[config.mk]
export PLATFORM = sky130hd
export DESIGN_NAME = netwalk_decoder
export DESIGN_NICKNAME = d
export VERILOG_FILES = /design/src/rtl/netwalk_pkg.sv /design/src/rtl/netwalk_onehot.sv /design/src/rtl/netwalk_decoder.sv
export SDC_FILE = /design/constraint.sdc
export NUM_CORES = 1
export LEC_CHECK = 0
export ABC_AREA = 1
export CORE_MARGIN = 3
export CORE_UTILIZATION = 30
export DETAILED_ROUTE_END_ITERATION = 12
export PLACE_DENSITY = 0.6
export SLEW_MARGIN = 20
export SYNTH_ARGS = -nofsm -noshare
export SYNTH_HDL_FRONTEND = slang
export SYNTH_SLANG_ARGS = --single-unit
[constraint.sdc]
create_clock -name clk -period 3.7 [get_ports clk]
set_input_delay 0.37 -clock clk [delete_from_list [all_inputs] [get_ports clk]]
set_output_delay 0.37 -clock clk [all_outputs]
set_load 0.005 [all_outputs]
[src/rtl/netwalk_pkg.sv]
// netwalk_pkg: shared constants and types for the netwalk cell-select path.
//   NETWALK_IDX_W    - width of a binary cell index
//   NETWALK_CELLS    - number of cells in the tile array
//   NETWALK_LAST_IDX - index of the final cell (end of a sweep)
//   dec_state_e      - decoder FSM state encoding
package netwalk_pkg;

   localparam int NETWALK_IDX_W = 6;
   localparam int NETWALK_CELLS = 1 << NETWALK_IDX_W;

   localparam logic [NETWALK_IDX_W-1:0] NETWALK_LAST_IDX = 6'h3F;

   typedef enum logic {
      DEC_IDLE  = 1'b0,
      DEC_SWEEP = 1'b1
   } dec_state_e;

endpackage

[src/rtl/netwalk_onehot.sv]
// netwalk_onehot: purely combinational binary index to one-hot conversion.
// Shared by the decoder request and sweep paths; reusable by the tile array.
//   idx    - binary cell index
//   onehot - bit idx set, all other bits clear
module netwalk_onehot
   import netwalk_pkg::*;
#(
   parameter  int IDX_W = NETWALK_IDX_W,
   localparam int CELLS = 1 << IDX_W
) (
   input  logic [IDX_W-1:0] idx,
   output logic [CELLS-1:0] onehot
);

   always_comb begin
      onehot      = '0;
      onehot[idx] = 1'b1;
   end

endmodule

[src/rtl/netwalk_decoder.sv]
// netwalk_decoder: registered binary-to-one-hot decoder with a one-entry
// valid/ready output register and a built-in 0..63 sweep mode.
//   clk          - system clock, all state on the rising edge
//   reset        - asynchronous active-low reset
//   in_valid     - decoder_in holds a request
//   in_ready     - a request is accepted this cycle
//   decoder_in   - binary index to decode
//   sweep_start  - request a full sweep over every index (level-sensitive)
//   out_valid    - decoder_out/out_index hold a beat
//   out_ready    - consumer takes the beat this cycle
//   decoder_out  - one-hot select, zero when no beat is held
//   out_index    - binary index of the current beat
//   out_last     - current beat is the final sweep beat
//   busy         - a sweep is in progress
module netwalk_decoder
   import netwalk_pkg::*;
#(
   parameter  int DECODER_IN_WIDTH  = NETWALK_IDX_W,
   localparam int DECODER_OUT_WIDTH = 1 << DECODER_IN_WIDTH
) (
   input  logic                         clk,
   input  logic                         reset,
   input  logic                         in_valid,
   output logic                         in_ready,
   input  logic [DECODER_IN_WIDTH-1:0]  decoder_in,
   input  logic                         sweep_start,
   output logic                         out_valid,
   input  logic                         out_ready,
   output logic [DECODER_OUT_WIDTH-1:0] decoder_out,
   output logic [DECODER_IN_WIDTH-1:0]  out_index,
   output logic                         out_last,
   output logic                         busy
);

   dec_state_e                   state_q, state_d;
   logic                         out_valid_q, valid_d;
   logic                         out_last_q, last_d;
   logic [DECODER_IN_WIDTH-1:0]  out_index_q, index_d, index_inc;
   logic [DECODER_OUT_WIDTH-1:0] decoder_out_q, onehot_d;

   logic load_ok;
   logic sweep_go;
   logic req_take;
   logic beat_take;

   // The one-hot is computed from the next index so decoder_out is a pure
   // register output, aligned with out_index.
   netwalk_onehot #(
      .IDX_W (DECODER_IN_WIDTH)
   ) u_onehot (
      .idx    (index_d),
      .onehot (onehot_d)
   );

   // State and output registers.
   always_ff @(posedge clk or negedge reset) begin
      if (!reset) begin
         state_q       <= DEC_IDLE;
         out_valid_q   <= 1'b0;
         out_last_q    <= 1'b0;
         out_index_q   <= '0;
         decoder_out_q <= '0;
      end else begin
         state_q       <= state_d;
         out_valid_q   <= valid_d;
         out_last_q    <= last_d;
         out_index_q   <= index_d;
         decoder_out_q <= valid_d ? onehot_d : '0;
      end
   end

   // Next-state and next-beat selection. During a sweep out_index doubles
   // as the sweep counter; it never wraps because beat 63 ends the sweep.
   always_comb begin
      state_d   = state_q;
      valid_d   = out_valid_q;
      index_d   = out_index_q;
      last_d    = out_last_q;
      index_inc = out_index_q + 1'b1;
      case (state_q)
         DEC_IDLE: begin
            if (sweep_go) begin
               state_d = DEC_SWEEP;
               valid_d = 1'b1;
               index_d = '0;
               last_d  = 1'b0;
            end else if (req_take) begin
               valid_d = 1'b1;
               index_d = decoder_in;
               last_d  = 1'b0;
            end else if (out_ready) begin
               valid_d = 1'b0;
               last_d  = 1'b0;
            end
         end
         DEC_SWEEP: begin
            if (beat_take) begin
               if (out_last_q) begin
                  state_d = DEC_IDLE;
                  valid_d = 1'b0;
                  last_d  = 1'b0;
               end else begin
                  index_d = index_inc;
                  last_d  = (index_inc == '1);
               end
            end
         end
         default: state_d = DEC_IDLE;
      endcase
   end

   // Handshake and status outputs.
   always_comb begin
      load_ok     = !out_valid_q || out_ready;
      in_ready    = (state_q == DEC_IDLE) && load_ok && !sweep_start;
      sweep_go    = (state_q == DEC_IDLE) && load_ok && sweep_start;
      req_take    = in_valid && in_ready;
      beat_take   = out_valid_q && out_ready;
      busy        = (state_q == DEC_SWEEP);
      out_valid   = out_valid_q;
      out_last    = out_last_q;
      out_index   = out_index_q;
      decoder_out = decoder_out_q;
   end

endmodule

Yosys cells after proc, flatten, opt, wreduce, memory -nomap -nowiden
Index checks and enable logic that the tools add are counted.

operators by class
  bitwise logic cells = 1
  multiplexer cells = 24
  reductions and logical operators = 10
  equal/unequal tests = 3
  $add $sub $neg = 1
  magnitude comparators = 2

operators by type and width
  kind                 number
  $mux 64              1
  $mux 6               4
  $mux 1               14
  $pmux 6 s2           1
  $lt 6x7->1 const B   1
  $add 6x1->6 const B  1
  $demux 1 s6          1
  $eq 6x6->1 const B   1
  $ge 6x1->1 const B   1
  $logic_and 1x1->1    6
  $pmux 1 s2           3
  $ne 4x4->1 const B   1
  $logic_not 1->1      2
  $ne 2x1->1 const B   1
  $reduce_and 2->1     1
  $logic_or 1x1->1     1
  $not 1->1            1

storage, ports and cells
  logic and storage cells = 46
  input port bits = 11
  flip-flop bits (word level) = 73

Depth between registers and ports, before layout
Gate-level depths: netlist (run 1).

  word-level depth = 13
  gate-level depth with buffers = 12

Hierarchy
From an unflattened synthesis (run 1), not the netlist that was laid out.

unflattened totals
  cells, all modules = 387
  area total of the unflattened synthesis = 3148.0 sq um

by module, submodules not included
  module           area each (sq um)  cells an instance  times used
  netwalk_decoder  2802.7             299                1
  netwalk_onehot   345.3              88                 1

Worst setup path before layout (run 1)
No wires, ideal clock.

  path kind = register to register
  from = register state_q, in the netlist busy
  to = register decoder_out_q[56], in the netlist decoder_out[56]
  required time = 3.628 ns
  library setup time = 0.072 ns
  path buffers = 2
  cell stages (with the launch flop) = 12
  slack = 2.093 ns
  arrival time = 1.535 ns
  cell sequence = dfrtp_1 > buf_4 > clkinv_2 > buf_6 > nand2_2 > nor2_4 > nand3_1 > nand3_1 > nand3_4 > nor2_4 > nand2_2 > nor2_1

on the way
  word-level cells in the longest chain between the ends = 12
  elaborated cells on any way between the ends = 17

RTL lines
  item                                                                   line                    source
  start, declared                                                        netwalk_decoder.sv:35   dec_state_e state_q, state_d;
  start signal, assigned                                                 netwalk_decoder.sv:64   state_q <= state_d;
  $not 1->1 *                                                            --
  $logic_and 1x1->1 * (2 in series)                                      netwalk_decoder.sv:115  in_ready = (state_q == DEC_IDLE) && load_ok && !sweep_start;
  via in_ready                                                           netwalk_decoder.sv:24   output logic in_ready,
  $logic_and 1x1->1 *                                                    netwalk_decoder.sv:117  req_take = in_valid && in_ready;
  $mux 6                                                                 netwalk_decoder.sv:87   end else if (req_take) begin
  $mux 6                                                                 netwalk_decoder.sv:82   if (sweep_go) begin
  $pmux 6 s2                                                             netwalk_decoder.sv:80   case (state_q)
  $lt 6x7->1 (not written as such) / $ge 6x1->1 (equally long branches)  netwalk_onehot.sv:17    onehot[idx] = 1'b1;
  $logic_and 1x1->1 (not written as such)                                netwalk_onehot.sv:17
  $mux 1 (not written as such)                                           netwalk_onehot.sv:17
  $demux 1 s6                                                            --
  $mux 64 *                                                              netwalk_decoder.sv:68   decoder_out_q <= valid_d ? onehot_d : '0;
  end signal, assigned                                                   netwalk_decoder.sv:68
  end, declared                                                          netwalk_decoder.sv:39   logic [DECODER_OUT_WIDTH-1:0] decoder_out_q, onehot_d;

The timed path passes the listed nets; every way through them passes the cells marked *.
A chain may end at the register's enable or synchronous reset.

Worst setup path in the final report (run 1)
  from = register state_q, in the netlist busy
  to = output port in_ready

on the way
  word-level cells in the longest chain between the ends = 3

RTL lines
  item                             line
  $not 1->1                        --
  $logic_and 1x1->1 (2 in series)  netwalk_decoder.sv:115
  end, declared                    netwalk_decoder.sv:24

Every way passes these cells.

==> results.cfg, run 1 <==
[synth]
syn-cell-area_um2 = 2880
yosysWarningCount = 0
ys_types = 26
yosysTopAreaCellShare = 0.634
yosysSeqAreaShare = 0.634
syn_inst = 277
post-synth-top-area-cell = dfrtp_1
synth.avg_cell_area_um2 = 10.4
syn_nets = 290
yosys_register_bits = 73
netlist_top_cells_area = dfrtp_1 63%, nor2_1 9.6%, nand2_1 5.2%

[routing]
firstDrtPassIters = 4
wl_met1_mm = 3.23
vias = 2210
avgViaCountPerCell = 4.38
drtIter0Drc = 61
postRouteWirelength_mm = 7.39
remaining_drc_errors = 0
dr_wl_met2_mm = 3.70
ant_nets = 0
avgRoutedWirePerCell_um = 14.6
top_layer = met4
wl_met3_um = 361

[clocking]
cts_root_buf = clkbuf_8
clk_latency_ps = 340
htree_levels = 3
numCtsBuffers = 9
cts.sinks = 73
cts_resized = 0
path_clk_slew_ps = 80
post_cts_buffers = 0
cts_hold_buf = 0
clockBufferDepth = 2
tritoncts = yes

[critical_path]
setup.worst_path.start_class = register
crit_path_max_incr_delay_ps = 570
path_class = reg2out
crit_required_ps = 3330
cp_max_fo = 12
critPathSlowestCell = dfrtp_1
crit_path_end_kind = output port
path_cells = clkinv_2 > nand2_2 > nor2_4 > clkdlybuf4s50_1
cp.arrival_ps = 1870

[floorplanning]
io_pins = 85
die_h_um = 104
dieArea_um2 = 10800
core-area_um2 = 9280
fp.dieW_um = 104
start_util = 0.311
std_cell_rows = 35

[power]
power_leakage_nw = 1.87
max-vdd-ir-drop_mv = 0.411
p_total_w = 0.00272
power_density_nw_per_um2 = 665

[global_route]
grt_pass1_vias = 2397
grtUsageTotal = 0.145
antenna_found_initial = 0
grt_pass1_wl_mm = 12.4
gr-total-overflow = 0
grt_max_degree = 43

[place]
routabilityCongestion = 0.787
postPlaceCellArea_um2 = 3870
portBuffers = 84
dpl.hpwl_mm = 5.36

[layout]
multi_input_area_um2 = 953
register_area_um2 = 1830
final_cell_mix = 83 x clkdlybuf4s50_1, 74 x nor2_1, 73 x dfrtp_1
syn_to_final_growth_pct = 42.1
fill_cells = 951
layout-drive-gt1-share = 0.152
diodes = 0
final_common_cell = clkdlybuf4s50_1
final_area_um2 = 4100
final_nets = 384

[outcome]
outcome = completed

[sta]
hold_viol_final = 0
slew_violations = 0
fmax_mhz = 447
grt_setup_unrepaired = false
setup_violations = 0
fin_crit_sh = 0.605
fin_skew_ps = 9.27
fin_setup_tns_ps = 0
tightestPinTransition_ps = 723
max_slew_margin = 0.518
period_needed_ps = 2240

[worst_hold_path]
hold_path.class = in2async

[job]
cap_viol_max_count = 0
## stage by stage
stage / utilization / cells / setup slack (ps) / hold WS [ps]
finish: 0.441 / 505 / 1460 / 72.6
global route: 0.441 / 505 / 1300 / 126
CTS: 0.441 / 505 / 1440 / 86.8
detailed placement: 0.417 / 489 / 1280 / 470
global placement: 0.417 / 489 / 1350 / 448
floorplan: - / 277 / 2090 / 74.4
## synth_stat cells
library cell / instances
nor2_1: 74
dfrtp_1: 73
nand2_1: 40
nand3_1: 16
inv_1: 11
inv_2: 9
nand3_2: 9
nand4_1: 8
nand2_2: 7
a21oi_1: 5
nand4_2: 3
nor2_4: 3
xor2_1: 3
ha_1: 2
nand2_4: 2
nand3_4: 2
a21oi_2: 1
buf_4: 1
buf_6: 1
clkinv_1: 1
clkinv_2: 1
mux2i_1: 1
nand4_4: 1
nor2_2: 1
o21ai_0: 1
o21ai_1: 1
## flip-flops by register name (all words and copies together) (netlist names)
name,cells
decoder_out,64
out_index,6
out_last,1
out_valid,1
busy,1
## layer usage
| metal | GRT usage | vias up |
|---|---|---|
| met4 | 0.0513 | 0 |
| met3 | 0.0354 | 7 |
| met2 | 0.242 | 54 |
| met1 | 0.184 | 1079 |
| li1 | - | 1070 |
| met5 | 0 | - |
## kinds of logic after synthesis
logic type,Yosys count,share of synthesized area
simple gates,166,0.294
flops,73,0.634
buf+inv,24,0.0356
compound gates,8,0.0152
xor+xnor,3,0.00912
fa+ha+maj,2,0.00868
mux,1,0.00347
## final cells by class
cell class / count / share of cell area
Inverter: 22 / 0.0205
Clock inverter: 7 / 0.0251
Tap cell: 129 / 0.0394
Clock buffer: 9 / 0.0302
Multi-Input combinational cell: 180 / 0.233
Timing Repair Buffer: 85 / 0.206
Sequential cell: 73 / 0.446
## power breakdown
part / internal, W / switching (W) / leakage [nW]
Sequential: 0.000908 / 0.0000848 / 0.995
Combinational: 0.000381 / 0.000641 / 0.757
Clock: 0.000388 / 0.000320 / 0.116
Total: 0.00168 / 0.00105 / 1.87
## path summary, 6_finish.rpt
| kind | from | to | slack, ps | cells after the start |
|---|---|---|---|---|
| min reg2reg | out_last | out_last | 670 | 2 |
| max | busy | in_ready | 1460 | 4 |
| max reg2reg | busy | decoder_out[28] | 1570 | 8 |
| min | reset | decoder_out[37] | 70 | 1 |
| min in group clk | out_last | out_last | 670 | 2 |
| max in group asynchronous | reset | decoder_out[44] | 2620 | 2 |
## worst max-delay path, delay by kind of cell (launching register included)
family / cells / cell delay [ps]
flip-flops: 1 / 570
buffers and inverters: 2 / 750
AND/OR/NAND/NOR: 2 / 200
(Power assumes the default switching activity.)
==> inputs of run 2 (changes only) <==
- clock period: 3.7 -> 2.2 ns (I/O delays scaled with it)
==> run 2 against run 1 <==
  * Hold slack improved by 350 ps
  * Sequential cell count unchanged
  * Sequential share of layout area decreased by 0.11 points
  * Setup slack got worse by 1200 ps
  * Cell area increased by 0.24%
  * First-iteration DRC count increased by 43%
  * Clock power increased by 30%
  * Non-clock buffer count increased by 7
  * Utilization increased by 0.11 points
  * Critical path type is now reg2reg
  * Highest routed layer unchanged
==> results.cfg, run 2 (synthesis results as in run 1) <==
[outcome]
outcome = completed

[routing]
firstDrtPassIters = 5
avgRoutedWirePerCell_um = 14.5
vias = 2226
wl_met1_mm = 3.31
avgViaCountPerCell = 4.36
dr_wl_met2_mm = 3.58
ant_nets = 0
wl_met3_um = 433
top_layer = met4
drtIter0Drc = 87
remaining_drc_errors = 0
postRouteWirelength_mm = 7.41

[global_route]
gr-total-overflow = 0
grt_max_degree = 31
grt_pass1_wl_mm = 12.2
antenna_found_initial = 0
grt_pass1_vias = 2276
grtUsageTotal = 0.144

[floorplanning]
start_util = 0.311
fp.dieW_um = 104
io_pins = 85
die_h_um = 104
std_cell_rows = 35
core-area_um2 = 9280
dieArea_um2 = 10800

[sta]
tightestPinTransition_ps = 600
setup_violations = 0
whs_ps = 418
grt_setup_unrepaired = false
slew_violations = 0
period_needed_ps = 1890
fin_setup_tns_ps = 0
fin_crit_sh = 0.860
hold_viol_final = 0
fin_skew_ps = 7.99
fmax_mhz = 528
max_slew_margin = 0.600

[place]
portBuffers = 84
routabilityCongestion = 0.821
dpl.hpwl_mm = 5.37
postPlaceCellArea_um2 = 3910

[critical_path]
cp_max_fo = 6
rrSetupSlack_ps = 310
crit_path_end_kind = register
cp.arrival_ps = 2160
crit_required_ps = 2470
setup.worst_path.start_class = register
path_class = reg2reg

[layout]
syn_to_final_growth_pct = 42.4
final_common_cell = clkdlybuf4s50_1
final_nets = 391
largest_reg_flops = 64
layout-drive-gt1-share = 0.162
final_area_um2 = 4110
diodes = 0
fill_cells = 919
final_cell_mix = 83 x clkdlybuf4s50_1, 74 x nor2_1, 73 x dfrtp_1

[power]
max-vdd-ir-drop_mv = 0.439
power_leakage_nw = 1.88
p_total_w = 0.00439
power_density_nw_per_um2 = 1070

[clocking]
htree_levels = 3
cts.sinks = 73
clockBufferDepth = 2
clk_latency_ps = 340
tritoncts = yes
numCtsBuffers = 9
cts_resized = 0
path_clk_slew_ps = 80
cts_root_buf = clkbuf_8

[job]
cap_viol_max_count = 0

[worst_hold_path]
hold_path.class = in2async
-- run 2: cell types whose count changed in the layout (fill, tap and decap cells not counted), sizes merged --
cell / previous run / this run
buf: 2 / 8
bufinv: 2 / 0
clkbuf: 9 / 10
clkinvlp: 0 / 1
dlygate4sd3: 0 / 1
inv: 22 / 21
-- run 2: final timing paths --
kind | start | end | cells after the start
max | out_index[1] | decoder_out[44] | 12
max in group asynchronous | reset | decoder_out[54] | 3
min | reset | decoder_out[5] | 2
min in group clk | out_last | out_last | 2
min reg2reg | out_last | out_last | 2
max reg2reg | out_index[1] | decoder_out[44] | 12
-- run 2: worst max-delay path, cell delays in order (launching register included) --
cell,delay [ps]
dfrtp_1,470
ha_1,250
inv_1,60
nand2_1,60
nand2_1,70
nor2_1,90
nor2_1,50
nor2_1,140
nand2_2,160
inv_2,110
nand4_1,90
buf_4,170
nor2_1,90
-- run 2: through the flow --
step | setup slack, ps | util | instances
6_report | 308 | 0.442 | 511
5_1_grt | 73.4 | 0.442 | 511
4_1_cts | 163 | 0.441 | 509
3_5_place_dp | 40.9 | 0.421 | 493
3_3_place_gp | 74.7 | 0.421 | 493
2_1_floorplan | 593 | - | 277
-- run 2: timing repair --
item                       4_1_cts  5_1_grt
buffers inserted                 0        2
hold endpoints to repair        23        0
hold buffers                     1        0
setup endpoints to repair        0        8
-- run 2: cell type report --
cell class / count / area [µm²] / area share
flip-flops and latches: 73 / 1830 / 0.445
clock buffers: 10 / 138 / 0.0335
multi-input cells: 180 / 953 / 0.232
repair buffers: 92 / 911 / 0.222
inverters: 22 / 83.8 / 0.0204
clock inverters: 5 / 31.3 / 0.00762
well taps: 129 / 161 / 0.0393
-- run 2: where the power goes --
| group | switching (W) | leakage, nW | total, W | internal, W |
|---|---|---|---|---|
| clock | 0.000489 | 0.0883 | 0.000921 | 0.000432 |
| combinational | 0.00111 | 0.793 | 0.00180 | 0.000687 |
| sequential | 0.000140 | 0.995 | 0.00167 | 0.00153 |
| total | 0.00174 | 1.88 | 0.00439 | 0.00265 |
-- run 2: layer usage --
layer | GRT usage | vias up
met5 | 0 | -
met4 | 0.0399 | 0
met3 | 0.0540 | 9
met2 | 0.225 | 53
met1 | 0.188 | 1086
li1 | - | 1078
